### src/rtl/mem_req_arbiter_pkg.sv
// ---------------------------------------------------------------------------
// mem_req_arbiter_pkg
//   Shared types and constants for the memory request arbiter: FSM state
//   encoding, owner IDs, request-vector bit positions, legal transfer
//   lengths and the default bus widths.
// ---------------------------------------------------------------------------
package mem_req_arbiter_pkg;

  // Default bus widths for the byte-wide memory controller interface.
  localparam int unsigned ADDR_W_DEF = 32;
  localparam int unsigned DATA_W_DEF = 32;

  typedef enum logic [1:0] {
    IDLE  = 2'b00,
    ISSUE = 2'b01,
    WAIT  = 2'b10,
    RESP  = 2'b11
  } arb_state_e;

  typedef enum logic [1:0] {
    OWN_NONE = 2'd0,
    OWN_IF   = 2'd1,
    OWN_LD   = 2'd2,
    OWN_ST   = 2'd3
  } owner_e;

  // Bit positions inside the request / grant vectors.
  localparam int unsigned REQ_IF = 0;
  localparam int unsigned REQ_LD = 1;
  localparam int unsigned REQ_ST = 2;

  // Legal transfer lengths in bytes.
  localparam logic [2:0] LEN_1 = 3'd1;
  localparam logic [2:0] LEN_2 = 3'd2;
  localparam logic [2:0] LEN_4 = 3'd4;

  function automatic logic len_legal(input logic [2:0] len);
    return (len == LEN_1) || (len == LEN_2) || (len == LEN_4);
  endfunction

  // Anything other than 1/2/4 is treated as a full word.
  function automatic logic [2:0] len_fix(input logic [2:0] len);
    return len_legal(len) ? len : LEN_4;
  endfunction

endpackage

### src/rtl/mem_req_arbiter_arb_pick.sv
// ---------------------------------------------------------------------------
// arb_pick
//   Combinational grant selection for the memory request arbiter.
//   Priority ST > LD > IF, except that a starving IF wins outright.
//   A flush removes IF and LD from the contest for that cycle.
// Ports:
//   req_vec  in  3  requests, indexed by REQ_IF / REQ_LD / REQ_ST
//   flush_in in  1  pipeline flush
//   starve   in  1  IF has waited STARVE_LIMIT data grants
//   grant    out 3  one-hot grant (all zero when nothing wins)
// ---------------------------------------------------------------------------
module arb_pick
  import mem_req_arbiter_pkg::*;
(
  input  logic [2:0] req_vec,
  input  logic       flush_in,
  input  logic       starve,
  output logic [2:0] grant
);

  always_comb begin
    grant = '0;
    if (starve && req_vec[REQ_IF] && !flush_in) begin
      grant[REQ_IF] = 1'b1;
    end else if (req_vec[REQ_ST]) begin
      grant[REQ_ST] = 1'b1;
    end else if (!flush_in) begin
      if (req_vec[REQ_LD]) begin
        grant[REQ_LD] = 1'b1;
      end else if (req_vec[REQ_IF]) begin
        grant[REQ_IF] = 1'b1;
      end
    end
  end

endmodule

### src/rtl/mem_req_arbiter.sv
// ---------------------------------------------------------------------------
// mem_req_arbiter
//   Shares the single request port of the byte-wide memory controller
//   between instruction fetch (IF), load buffer (LD) and store commit (ST).
//   One request is latched at a time, driven to the controller until its
//   done pulse, then answered to the owner with a one-cycle done pulse.
//   A pipeline flush cancels IF/LD responses but never a store.
// Ports:
//   clk_in, rst_in (sync, active high), rdy_in (global enable), flush_in
//   if_req/if_addr      -> if_done/if_data    fetch (always 4 bytes)
//   ld_req/ld_addr/ld_len -> ld_done/ld_data  load (zero-extended data)
//   st_req/st_addr/st_data/st_len -> st_done  store
//   mc_get/mc_wr/mc_addr/mc_data/mc_len -> controller, mc_done/mc_out back
//   busy                                      high whenever not IDLE
// ---------------------------------------------------------------------------
module mem_req_arbiter
  import mem_req_arbiter_pkg::*;
#(
  parameter int unsigned STARVE_LIMIT = 4,
  parameter int unsigned ADDR_W       = ADDR_W_DEF,
  parameter int unsigned DATA_W       = DATA_W_DEF
) (
  input  logic              clk_in,
  input  logic              rst_in,
  input  logic              rdy_in,
  input  logic              flush_in,
  input  logic              if_req,
  input  logic [ADDR_W-1:0] if_addr,
  output logic              if_done,
  output logic [DATA_W-1:0] if_data,
  input  logic              ld_req,
  input  logic [ADDR_W-1:0] ld_addr,
  input  logic [2:0]        ld_len,
  output logic              ld_done,
  output logic [DATA_W-1:0] ld_data,
  input  logic              st_req,
  input  logic [ADDR_W-1:0] st_addr,
  input  logic [DATA_W-1:0] st_data,
  input  logic [2:0]        st_len,
  output logic              st_done,
  output logic              mc_get,
  output logic              mc_wr,
  output logic [ADDR_W-1:0] mc_addr,
  output logic [DATA_W-1:0] mc_data,
  output logic [2:0]        mc_len,
  input  logic              mc_done,
  input  logic [DATA_W-1:0] mc_out,
  output logic              busy
);

  localparam int unsigned      CNT_W      = $clog2(STARVE_LIMIT + 1);
  localparam logic [CNT_W-1:0] STARVE_MAX = CNT_W'(STARVE_LIMIT);

  arb_state_e       state;
  owner_e           owner;
  logic             cancel;
  logic [CNT_W-1:0] starve_cnt;

  logic [2:0] req_vec;
  logic [2:0] grant;
  logic       starve;
  logic       flush_kill;

  always_comb begin
    req_vec         = '0;
    req_vec[REQ_IF] = if_req;
    req_vec[REQ_LD] = ld_req;
    req_vec[REQ_ST] = st_req;
  end

  assign starve = (starve_cnt == STARVE_MAX);

  // A flush only matters for transactions whose response can be discarded.
  assign flush_kill = flush_in && ((owner == OWN_IF) || (owner == OWN_LD));

  arb_pick u_pick (
    .req_vec  (req_vec),
    .flush_in (flush_in),
    .starve   (starve),
    .grant    (grant)
  );

  function automatic logic [DATA_W-1:0] len_mask(input logic [2:0] len);
    logic [DATA_W-1:0] m;
    m = '1;
    if (len == LEN_1) begin
      m = DATA_W'(8'hFF);
    end else if (len == LEN_2) begin
      m = DATA_W'(16'hFFFF);
    end
    return m;
  endfunction

  always_ff @(posedge clk_in) begin
    if (rst_in) begin
      state      <= IDLE;
      owner      <= OWN_NONE;
      cancel     <= 1'b0;
      starve_cnt <= '0;
      busy       <= 1'b0;
      mc_get     <= 1'b0;
      mc_wr      <= 1'b0;
      mc_addr    <= '0;
      mc_data    <= '0;
      mc_len     <= '0;
      if_done    <= 1'b0;
      if_data    <= '0;
      ld_done    <= 1'b0;
      ld_data    <= '0;
      st_done    <= 1'b0;
    end else if (rdy_in) begin
      case (state)
        IDLE: begin
          if (grant[REQ_IF] || !if_req) begin
            starve_cnt <= '0;
          end else if ((grant[REQ_LD] || grant[REQ_ST]) && !starve) begin
            starve_cnt <= starve_cnt + CNT_W'(1);
          end

          if (grant[REQ_ST]) begin
            owner   <= OWN_ST;
            mc_wr   <= 1'b1;
            mc_addr <= st_addr;
            mc_data <= st_data;
            mc_len  <= len_fix(st_len);
          end else if (grant[REQ_LD]) begin
            owner   <= OWN_LD;
            mc_wr   <= 1'b0;
            mc_addr <= ld_addr;
            mc_data <= '0;
            mc_len  <= len_fix(ld_len);
          end else if (grant[REQ_IF]) begin
            owner   <= OWN_IF;
            mc_wr   <= 1'b0;
            mc_addr <= if_addr;
            mc_data <= '0;
            mc_len  <= LEN_4;
          end

          // mc_get rises together with the ISSUE state so the request is
          // visible on the controller port in the cycle after the grant.
          if (|grant) begin
            mc_get <= 1'b1;
            busy   <= 1'b1;
            cancel <= 1'b0;
            state  <= ISSUE;
          end
        end

        ISSUE: begin
          if (flush_kill) begin
            cancel <= 1'b1;
          end
          state <= WAIT;
        end

        WAIT: begin
          if (flush_kill) begin
            cancel <= 1'b1;
          end
          if (mc_done) begin
            mc_get  <= 1'b0;
            mc_wr   <= 1'b0;
            mc_addr <= '0;
            mc_data <= '0;
            mc_len  <= '0;
            state   <= RESP;
            // mc_out is captured straight into the owner's data register so
            // the done pulse and its data appear together in RESP. A flush
            // in this same cycle already counts as a cancel.
            if (!cancel && !flush_kill) begin
              case (owner)
                OWN_IF: begin
                  if_done <= 1'b1;
                  if_data <= mc_out;
                end
                OWN_LD: begin
                  ld_done <= 1'b1;
                  ld_data <= mc_out & len_mask(mc_len);
                end
                OWN_ST: begin
                  st_done <= 1'b1;
                end
                default: ;
              endcase
            end
          end
        end

        RESP: begin
          // The response was already committed on entry; a flush arriving
          // now is absorbed by clearing cancel on the way back to IDLE.
          if_done <= 1'b0;
          if_data <= '0;
          ld_done <= 1'b0;
          ld_data <= '0;
          st_done <= 1'b0;
          cancel  <= 1'b0;
          owner   <= OWN_NONE;
          busy    <= 1'b0;
          state   <= IDLE;
        end

        default: state <= IDLE;
      endcase
    end
  end

  a_ld_len: assert property (@(posedge clk_in) disable iff (rst_in)
    (rdy_in && (state == IDLE) && grant[REQ_LD]) |-> len_legal(ld_len));

  a_st_len: assert property (@(posedge clk_in) disable iff (rst_in)
    (rdy_in && (state == IDLE) && grant[REQ_ST]) |-> len_legal(st_len));

endmodule

### config.mk
export PLATFORM = sky130hd
export DESIGN_NAME = mem_req_arbiter
export DESIGN_NICKNAME = d
export VERILOG_FILES = /design/src/rtl/mem_req_arbiter_pkg.sv /design/src/rtl/mem_req_arbiter_arb_pick.sv /design/src/rtl/mem_req_arbiter.sv
export SDC_FILE = /design/constraint.sdc
export NUM_CORES = 1
export LEC_CHECK = 0
export CAP_MARGIN = 20
export CORE_UTILIZATION = 40
export DETAILED_ROUTE_END_ITERATION = 6
export PLACE_DENSITY_LB_ADDON = 0.08
export REMOVE_ABC_BUFFERS = 1
export SYNTH_ARGS = -nofsm -noshare
export SYNTH_HDL_FRONTEND = slang
export SYNTH_SLANG_ARGS = --single-unit
export TNS_END_PERCENT = 10
### constraint.sdc
create_clock -name clk_in -period 2.3 [get_ports clk_in]
set_input_delay 0.69 -clock clk_in [delete_from_list [all_inputs] [get_ports clk_in]]
set_output_delay 0.69 -clock clk_in [all_outputs]
set_load 0.02 [all_outputs]
Word level (Yosys, flattened, before mapping)
Index checks and enable logic that the tools add are counted.
{"block": "totals", "regBits": 145, "input_bits": 174, "output_inout_bits": 137, "wordCells": 146}
{"block": "op_classes", "add_sub_neg": 1, "n_eq_ne": 23, "muxes": 72, "n_bitwise": 1, "reduce_logical": 34}
{"operator": "$mux 32", "count": 21}
{"operator": "$pmux 32 s2", "count": 4}
{"operator": "$and 32x32->32", "count": 1}
{"operator": "$mux 3", "count": 8}
{"operator": "$mux 1", "count": 21}
{"operator": "$mux 2", "count": 8}
{"operator": "$reduce_and 3->1", "count": 5}
{"operator": "$reduce_and 5->1", "count": 3}
{"operator": "$pmux 1 s2", "count": 6}
{"operator": "$ne 2x2->1 const B", "count": 5}
{"operator": "$eq 3x1->1 const B", "count": 3}
{"operator": "$eq 3x2->1 const B", "count": 3}
{"operator": "$eq 3x3->1 const B", "count": 3}
{"operator": "$eq 2x2->1 const B", "count": 4}
{"operator": "$pmux 2 s4", "count": 1}
{"operator": "$reduce_and 4->1", "count": 2}
{"operator": "$reduce_bool 2->1", "count": 4}
{"operator": "$logic_or 1x1->1", "count": 7}
{"operator": "$pmux 3 s2", "count": 1}
{"operator": "$logic_and 1x1->1", "count": 5}
{"operator": "$logic_not 1->1", "count": 5}
{"operator": "$eq 2x1->1 const B", "count": 2}
{"operator": "$ne 2x1->1 const B", "count": 2}
{"operator": "$ne 4x4->1 const B", "count": 1}
{"operator": "6 further kinds", "count": 6}

Longest topological paths before layout
Gate-level depths: netlist (run 1).
{"block": "depth", "word_depth": 15, "mapped_depth": 8, "depth_no_buf": 6}

Modules after synthesis
A second synthesis (run 1) with hierarchy kept.
{"block": "hier_totals", "cells_unflattened": 541, "hier_area_um2": 5701.7}
{"module": "mem_req_arbiter", "instances": 1, "cells_per_inst": 535, "area_each_um2": 5664.2, "seq_area_each_um2": 2902.8}
{"module": "arb_pick", "instances": 1, "cells_per_inst": 6, "area_each_um2": 37.5, "seq_area_each_um2": 0.0}

Worst setup path before layout (run 1)
Ideal clock, no wire load.
{"block": "synth_path", "path_kind": "input -> register", "from": "input port flush_in", "to": "register mc_addr[10]", "setup_ps": 121, "arrival_ps": 1964, "required_ps": 2179, "path_slack_ps": 215, "cell_stages": 8, "path_buffers": 4, "path_cell_list": "buf_6 nand2b_4 buf_6 or3_1 buf_6 buf_6 a221oi_2 o2bb2ai_1"}
{"block": "synth_via", "elab_chain_cells": 6, "elab_cells_between_ends": 11, "classes_between": "1 x eq/ne; 7 x mux; 3 x reduce/logical"}
{"element": "from (decl)", "line": "mem_req_arbiter.sv:26", "text": "input logic flush_in,"}
{"element": "$mux 2 or $logic_not 1->1 (tied branches)", "line": "mem_req_arbiter_arb_pick.sv:27, mem_req_arbiter_arb_pick.sv:23"}
{"element": "$mux 2 or $logic_and 1x1->1 (tied branches)", "line": "mem_req_arbiter_arb_pick.sv:25, mem_req_arbiter_arb_pick.sv:23"}
{"element": "$mux 2", "line": "mem_req_arbiter_arb_pick.sv:23", "text": "if (starve && req_vec[REQ_IF] && !flush_in) begin"}
{"element": "$mux 32", "line": "mem_req_arbiter.sv:126", "text": "end else if (grant[REQ_LD]) begin"}
{"element": "$mux 32", "line": "mem_req_arbiter.sv:120", "text": "if (grant[REQ_ST]) begin"}
{"element": "$pmux 32 s2", "line": "mem_req_arbiter.sv:112", "text": "case (state)"}
{"element": "to (signal assigned)", "line": "mem_req_arbiter.sv:123", "text": "mc_addr <= st_addr;"}
{"element": "to (signal assigned)", "line": "mem_req_arbiter.sv:129", "text": "mc_addr <= ld_addr;"}
{"element": "to (signal assigned)", "line": "mem_req_arbiter.sv:135", "text": "mc_addr <= if_addr;"}
{"element": "to (decl)", "line": "mem_req_arbiter.sv:43", "text": "output logic [ADDR_W-1:0] mc_addr,"}
Several ways; a longest one is shown, not always the timed one.
A chain may end at the register's enable or synchronous reset.

Final worst setup path (run 1)
{"block": "layout_path", "from": "input port if_req", "to": "register mc_addr[31]"}
{"block": "layout_via", "elab_chain_cells": 7, "elab_cells_between_ends": 13, "classes_between": "1 x eq/ne; 9 x mux; 3 x reduce/logical"}
{"element": "from (decl)", "line": "mem_req_arbiter.sv:27", "text": "input logic if_req,"}
{"element": "$mux 1", "line": "mem_req_arbiter_arb_pick.sv:30", "text": "end else if (req_vec[REQ_IF]) begin"}
{"element": "$mux 1", "line": "mem_req_arbiter_arb_pick.sv:28", "text": "if (req_vec[REQ_LD]) begin"}
{"element": "$mux 2", "line": "mem_req_arbiter_arb_pick.sv:27", "text": "end else if (!flush_in) begin"}
{"element": "$mux 2", "line": "mem_req_arbiter_arb_pick.sv:25", "text": "end else if (req_vec[REQ_ST]) begin"}
{"element": "$mux 1", "line": "mem_req_arbiter_arb_pick.sv:23"}
{"element": "$ne 4x4->1 (no source line)"}
{"element": "$reduce_and 4->1 (no source line)"}
Several ways; a longest one is shown, not always the timed one.

==> run metrics, run 1 <==
outcome=finished clean; Clock Skews=between 10 and 15 ps; FF+latch count, synth=145; top_reg_cell synth=dfxtp_1; placement-stage cell area=around 10,000 µm²; P_leak=0.003931 µW; initial DRC count=roughly 340; complex-gate fraction of the synthesized area=26.98%; WP data required=about 2600 ps; CTS tree=yes; DRC=0; max cap viols=0; gpl congestion=0.8572; CTS Sinks=145; Yosys cell types=59; initial antenna violation count=0; EDFF count, synth=0; # Post-CTS Setup Buffers=0; Root Driver=clkbuf_16; max_slew headroom=between 60 and 70%; CP max FO=15; router iterations before antenna repair=4; # rows=46; fraction of registers with async set/reset=0%; fin util=68.16%; I/O Buffers=310; final setup vio count=0; VDD IR-drop max=0.5045 mV; synthesized area=6665 µm²; crit share post-route=about 95%; Die W=131.1 µm; CP arrival=2470 ps; Setup WS post-layout=roughly 120 ps; number of top-level pins=311; Hold Path Class=reg -> reg; Slew Viols, Final=0; worst slew pin tran=between 400 and 500 ps; first-pass GRT wire length=32.79 mm; DP Wirelength=around 15 mm; die height=131.1 µm; crit end category=register; Final Cell Area=roughly 11,000 µm²; Initial Utilization=41.51%; FF+latch area=around 2900 µm²; Tmin final=2178 ps; H-tree levels=4; WL final=21.60 mm; Final nets=1,208; GRT Resource Usage Total=24.76%; Synth area leader=dfxtp_1; Fmax achieved=459.1 MHz; Clk pin slew, worst setup/hold paths=60 ps; largest net degree at the start of global routing=52; Antenna Nets Post-Route=0; Syn Inst Count=717; Syn Area/Cell=roughly 9.3 µm²; vias per inst=approximately 5.3; vias in the first global route=around 6.4k; share of post-route cells with drive strength above 1=12.32%; worst skew pair latency=~430 ps; total CTS buffers=17; post-synth top area share=43.55%; clock tree buffer depth=2; Synth top cells by count=dfxtp_1 (145), clkbuf_1 (59), nor2_1 (45), a21oi_1 (40), inv_1 (37); pre-CTS setup slack=-282.7 ps; count of warnings emitted by yosys=0; ranking of synthesized cells by area=dfxtp_1 (44%), a221oi_2 (6.8%), o2bb2ai_1 (4.5%); main combinational cell family by area after synthesis=compound AO/OA/AOI/OAI gates; startpoint types=input pin; Final Hold Fails=0; final hold slack=449.3 ps; RSZ-0062 raised after global routing=no; WS Path Type=in -> reg; P per Cell Area=630.7 nW/µm²; number of diodes=0; FILL cells=about 1.3k; post-synthesis sequential area ratio=43.55%; most frequent cell after synthesis=dfxtp_1; drt wl/cell=17.21 µm; Syn-to-layout area delta=64.22%; Core Region=16,060 µm²; post-synthesis simple-gate area fraction=19.19%; via count=6,624; post-synthesis mux area share=1.521%; Synth Area in Adders=about 1.5%; post_cts resized=0; Multi-input gate area=3334 µm²; hold_buf cts=0; gr ovfl total=0; Die ar.=17,180 µm²; xor/xnor share of the synthesized area=0.2628%
final cells by class:
type	instances	area share (%)
Clock buffer	20	4.264
Timing Repair Buffer	363	33.68
Sequential cell	145	26.52
Inverter	37	1.269
Tap cell	216	2.469
Multi-Input combinational cell	462	30.46
Clock inverter	12	1.337
cell families after synthesis:
| kind of cell | Yosys count |
|---|---|
| and+or+nand+nor | 221 |
| xor gates and xnor gates | 2 |
| adders and majority gates | 8 |
| DFF | 145 |
| buffers and inverters | 110 |
| AOI/OAI and AO/OA | 221 |
| muxes | 10 |
layout by cell type (no fill, tap or decap), types with 4 or more instances in the layout:
master           netlist  layout
buf_4                  0      39
buf_12                 0      15
clkdlybuf4s50_1        0     309
a221oi_2              30      30
nand3_1               35      34
a22oi_1               32      32
a21oi_1               40      40
inv_6                  0       4
o21ai_0               32      32
inv_1                 37      37
nor2_1                45      45
or3_1                 25      24
nand2b_1               4       4
dfxtp_1              145     145
nand3b_1              28      28
mux2i_1                9       9
o2bb2ai_1             34      34
nor3_1                 4       4
nand2_1               18      18
clkbuf_16              0      17
nor2b_1               10      10
ha_1                   8       7
nor3b_1               33      33
o41ai_1               24      24
per-layer routing:
metal	global-route usage [%]	vias to the layer above	part of all wire, %
li1	-	3296	-
met1	29.56	3052	42
met5	0	-	0
met4	8.722	0	1.8
met3	8.157	27	8.0
met2	41.58	249	48
stage by stage:
stage | total power [µW] | std cells | setup TNS (ps)
after floorplan | 3272 | 644 | -141750
after global placement | 4085 | 1223 | -15100
after detailed placement | 4087 | 1223 | -17040
after CTS | 6959 | 1255 | 0
after global routing | 7183 | 1255 | 0
final | 6904 | 1255 | 0
state kept, by name, indices dropped and copies added, names as in the netlist:
register and count:
owner 2, mc_get 1, mc_len 3, state 2
mc_wr 1, busy 1, ld_done 1, cancel 1
if_done 1, if_data 32, ld_data 32, mc_data 32
st_done 1, starve_cnt 3, mc_addr 32
final timing paths:
| path | start | endpoint | slack [ps] | depth (start not counted) |
|---|---|---|---|---|
| setup / recovery | if_req | mc_addr[31] | 120 | 6 |
| hold / removal | ld_done | ld_done | 450 | 2 |
| setup reg to reg | starve_cnt[0] | mc_addr[31] | 130 | 7 |
| hold reg to reg | ld_done | ld_done | 450 | 2 |
power breakdown:
part	switching (µW)	internal, µW
registers	69.4	2630
clock network	1160	1710
logic	611	726
critical path, stage by stage:
cell	delay, ps
clkdlybuf4s50_1	420
and3_1	210
or3_2	540
buf_12	200
a221oi_1	310
o2bb2ai_1	100
Note: power is estimated with default switching activity, not from simulation.
==> run 2, diff against run 1 <==
--- a/config.mk
+++ b/config.mk
@@ -6,7 +6,7 @@
 export NUM_CORES = 1
 export LEC_CHECK = 0
 export CAP_MARGIN = 20
-export CORE_UTILIZATION = 40
+export CORE_UTILIZATION = 42
 export DETAILED_ROUTE_END_ITERATION = 6
 export PLACE_DENSITY_LB_ADDON = 0.08
 export REMOVE_ABC_BUFFERS = 1
==> run 2 against run 1 <==
- cell area fell by 0.83%
- maximum frequency barely moved
- hold slack improved by 14 ps
- cell count fell by 1.4%
- power rose by 1.1%
- sequential power barely moved
- highest routed layer unchanged
==> run metrics, run 2 (synthesis results as in run 1) <==
P per Cell Area=643.0 nW/µm² (+2.0%); DP Wirelength=15.40 mm (+3.9%); clock tree buffer depth=2 (unchanged); drt wl/cell=17.41 µm (+1.2%); fin util=70.61% (+2.5 points); vias per inst=5.487 (+4.0%); Clock Skews=8.776 ps (-5.406 ps); gr ovfl total=0 (unchanged); VDD IR-drop max=0.5314 mV (+5.3%); RSZ-0062 raised after global routing=no; initial DRC count=454 (+34%); CTS Sinks=145 (unchanged); number of diodes=0 (unchanged); hold_buf cts=0 (unchanged); outcome=finished clean; final setup vio count=0 (unchanged); most frequent cells in the layout=clkdlybuf4s50_1 (309), dfxtp_1 (145), nor2_1 (45), a21oi_1 (40), inv_1 (37); gpl congestion=0.8282 (-3.4%); CTS tree=yes; max cap viols=0 (unchanged); WS Path Type=reg -> reg; Clk pin slew, worst setup/hold paths=60 ps (about the same); total CTS buffers=17 (unchanged); post_cts resized=0 (unchanged); CP max FO=32 (+17); Tmin final=2178 ps (-0.7500 ps); share of post-route cells with drive strength above 1=11.20% (-1.1 points); via count=6,793 (+2.6%); startpoint types=register; worst skew pair latency=420 ps (about the same); FILL cells=1,150 (-11%); P_leak=0.003878 µW (-1.3%); GRT Resource Usage Total=26.27% (+1.5 points); Die ar.=16,380 µm² (-4.7%); Tot Pwr=6980 µW (+1.1%); Final TNS setup=0 ps (unchanged); largest net degree at the start of global routing=85 (+63%); Antenna Nets Post-Route=0 (unchanged); I/O Buffers=310 (unchanged); initial antenna violation count=0 (unchanged); Final nets=1,196 (-0.99%); number of top-level pins=311 (unchanged); max_slew headroom=61.40% (-8.4 points); Setup WS post-layout=122.4 ps (+0.7500 ps); CP arrival=2480 ps (about the same); router iterations before antenna repair=5 (+1); Initial Utilization=43.36% (+1.9 points); crit share post-route=94.68% (about the same); die height=128.0 µm (-2.4%); Syn-to-layout area delta=62.85%; first-pass GRT wire length=33.85 mm (+3.2%); WL final=21.55 mm (-0.21%); Root Driver=clkbuf_16; pre-CTS setup slack=-264.6 ps (+18.12 ps); Core Region=15,370 µm² (-4.3%); Slew Viols, Final=0 (unchanged); # Post-CTS Setup Buffers=0 (unchanged); H-tree levels=4 (unchanged); worst slew pin tran=579.0 ps (+126.7 ps); Inst Count DP=1,206 (-1.4%); Non-Filler Instances=1,238 (-1.4%); vias in the first global route=6,793 (+6.5%); DRC=0 (unchanged); Fmax achieved=459.2 MHz (about the same); Hold Path Class=reg -> reg; commonest non-fill, non-tap cell in the layout=clkdlybuf4s50_1; # rows=45 (-2.2%); Final Hold Fails=0 (unchanged); crit end category=register; Die W=128.0 µm (-2.4%); WP data required=2600 ps (about the same)
-- run 2: cell count changes in the layout (fill, tap and decap cells not counted), moves of 2 or more --
cell       change
buf_12         -2
inv_6          -2
clkinv_2       +2
buf_4         -10
bufinv_16      +2
-- run 2: path summary, 6_finish.rpt --
check,cells past startpoint,slack [ps],start,to
worst min register to register,2,460,if_data[24],if_data[24]
worst max-delay path,7,120,starve_cnt[0],mc_addr[1]
worst max register to register,7,120,starve_cnt[0],mc_addr[1]
worst min-delay path,2,460,if_data[24],if_data[24]
-- run 2: through the flow --
step / hold slack [ps] / area, µm²
finish: 463.1 / 10850
global route: 476.4 / 10850
CTS: 464.6 / 10850
detailed placement: 447.0 / 10220
global placement: 445.9 / 10210
floorplan: 442.5 / 6337
-- run 2: final cells by class --
class	count	area, µm²	share of cell area (%)
Timing Repair Buffer	351	3571	32.90
Multi-Input combinational cell	462	3342	30.79
Sequential cell	145	2903	26.74
Clock buffer	20	456.7	4.207
Tap cell	211	264.0	2.432
Clock inverter	12	178.9	1.648
Inverter	37	138.9	1.280
-- run 2: per-layer routing --
| metal | vias up | global-route usage [%] | part of all wire [%] |
|---|---|---|---|
| li1 | 3265 | - | - |
| met4 | 0 | 11.21 | 2.8 |
| met3 | 45 | 7.262 | 7.1 |
| met2 | 274 | 45.65 | 49 |
| met5 | - | 0 | 0 |
| met1 | 3209 | 30.23 | 41 |
-- run 2: critical path: stages (launching register included) --
cell and delay [ps]:
dfxtp_1 360, inv_1 70, ha_1 260, and3_1 190
or3_2 500, buf_12 210, a221oi_2 330, o2bb2ai_1 110
-- run 2: power breakdown --
group	internal (µW)	leakage, µW	switching, µW	total [µW]
registers	2630	0.00118	72.0	2700
clock network	1880	0.000303	1090	2970
logic	699	0.00240	611	1310
total	5210	0.00388	1770	6980
==> run 3, diff against run 2 <==
==> constraint.sdc (replaced) <==
create_clock -name clk_in -period 2.3 [get_ports clk_in]
set_input_delay 0.46 -clock clk_in [delete_from_list [all_inputs] [get_ports clk_in]]
set_output_delay 0.46 -clock clk_in [all_outputs]
set_load 0.02 [all_outputs]
==> run 3 against run 2 <==
- hold slack worse by 38 ps
- clock power is 1% lower
- critical path type unchanged
- wire length rose by 1.7%
- sequential share of layout area is 0.20 points higher
==> run metrics, run 3 (synthesis results as in run 1) <==
total CTS buffers=17 (unchanged); GRT Resource Usage Total=26.93% (+0.66 points); Syn-to-layout area delta=61.65%; Final TNS setup=0 ps (unchanged); via count=6,905 (+1.6%); internal power=5161 µW (-0.90%); I/O Buffers=310 (unchanged); Non-Filler Instances=1,232 (-0.48%); crit end category=register; Core Region=15,370 µm² (unchanged); final setup vio count=0 (unchanged); number of top-level pins=311 (unchanged); die height=128.0 µm (unchanged); Tmin final=2009 ps (-168.2 ps); Initial Utilization=43.36% (unchanged); Sw Share=25.51% (+0.12 points); # rows=45 (unchanged); number of diodes=0 (unchanged); H-tree levels=4 (unchanged); Gate power share=18.7% (about the same); Final Cell Area=10,770 µm² (-0.74%); first-pass GRT wire length=35.00 mm (+3.4%); Final nets=1,191 (-0.42%); clock tree buffer depth=2 (unchanged); most frequent cells in the layout=clkdlybuf4s50_1 (309), dfxtp_1 (145), nor2_1 (45), a21oi_1 (40), inv_1 (37); initial antenna violation count=0 (unchanged); Antenna Nets Post-Route=0 (unchanged); worst skew pair latency=410 ps (about the same); FILL cells=1,194 (+3.8%); max_slew headroom=61.62% (+0.22 points); P_leak=0.003841 µW (-0.97%); DP Wirelength=15.76 mm (+2.3%); CTS Sinks=145 (unchanged); largest net degree at the start of global routing=82 (-3.5%); P per Cell Area=643.0 nW/µm² (about the same); CP max FO=56 (+75%); WP data required=2640 ps (+40 ps); gpl congestion=0.8441 (+1.9%); commonest non-fill, non-tap cell in the layout=clkdlybuf4s50_1; # Post-CTS Setup Buffers=0 (unchanged); vias in the first global route=6,910 (+1.7%); Inst Count DP=1,201 (-0.41%); Root Driver=clkbuf_16; RSZ-0062 raised after global routing=no; drt wl/cell=17.79 µm (+2.2%); Multi-input gate area=3346 µm² (+0.11%); initial DRC count=455 (+0.22%); worst slew pin tran=575.7 ps (-3.287 ps); DRC=0 (unchanged); CP arrival=2350 ps (-130 ps); CTS tree=yes; WL final=21.92 mm (+1.7%); share of post-route cells with drive strength above 1=10.68% (-0.52 points); FF+latch area=2903 µm² (unchanged); Die ar.=16,380 µm² (unchanged); WS Path Type=reg -> reg; hold_buf cts=0 (unchanged); crit share post-route=87.36% (-7.3 points); VDD IR-drop max=0.4881 mV (-8.2%); placement-stage cell area=10,140 µm² (-0.73%); Slew Viols, Final=0 (unchanged); Clock power frac=42.2% (-0.3 points); Hold Path Class=in -> reg; Die W=128.0 µm (unchanged); max cap viols=0 (unchanged); startpoint types=register; router iterations before antenna repair=5 (unchanged); Clk pin slew, worst setup/hold paths=60 ps (about the same); Fmax achieved=497.7 MHz (+8.4%); post_cts resized=0 (unchanged); Sw Pwr=1767 µW (-0.26%); fraction of power consumed by sequential logic=39.1% (+0.4 points); outcome=finished clean; vias per inst=5.605 (+2.1%); gr ovfl total=0 (unchanged); Clock Skews=8.393 ps (-0.3822 ps); Final Hold Fails=0 (unchanged)
-- run 3: power groups by stage --
stage                     clock network, µW  logic [µW]  registers (µW)
after floorplan                           0         396            2880
final                                  2930        1300            2710
after CTS                              2960        1300            2710
after global routing                   3070        1380            2720
after global placement                    0        1260            2760
after detailed placement                  0        1290            2750
-- run 3: area by class of cell --
type | instances | share of cell area, %
multi-input cells | 462 | 31.05
clock inverters | 12 | 1.707
repair buffers | 346 | 32.45
clock buffers | 19 | 4.111
inverters | 37 | 1.289
well taps | 211 | 2.450
flip-flops and latches | 145 | 26.94
-- run 3: worst paths after layout --
| path | endpoint | slack [ps] | start | cells after the start |
|---|---|---|---|---|
| max | if_data[19] | 290 | state[0] | 7 |
| min | if_data[13] | 420 | rst_in | 2 |
| max reg2reg | if_data[19] | 290 | state[0] | 7 |
| min reg2reg | if_data[13] | 460 | if_data[13] | 2 |
-- run 3: per-stage QoR --
step	hold slack (ps)	setup slack, ps	utilization (%)	total power, µW
floorplan	442.5	-1981	-	3272
global placement	440.7	-32.29	65.94	4017
detailed placement	446.6	-70.22	65.99	4042
CTS	417.9	154.7	70.07	6963
global route	450.9	139.4	70.09	7175
finish	424.9	290.6	70.09	6928
-- run 3: worst max-delay path, stage by stage, from the launching register on --
cell and delay (ps):
dfxtp_1 320, inv_1 90, ha_1 330, and3_1 290, nand4_1 170, buf_12 220
or3_1 350, a21oi_1 130
-- run 3: per-layer routing --
| metal | track usage (%) | part of all wire [%] | vias to the layer above |
|---|---|---|---|
| met4 | 14.05 | 4.3 | 0 |
| li1 | - | - | 3254 |
| met1 | 31.97 | 40 | 3271 |
| met2 | 45.11 | 49 | 314 |
| met5 | 0 | 0 | - |
| met3 | 6.553 | 7.1 | 66 |
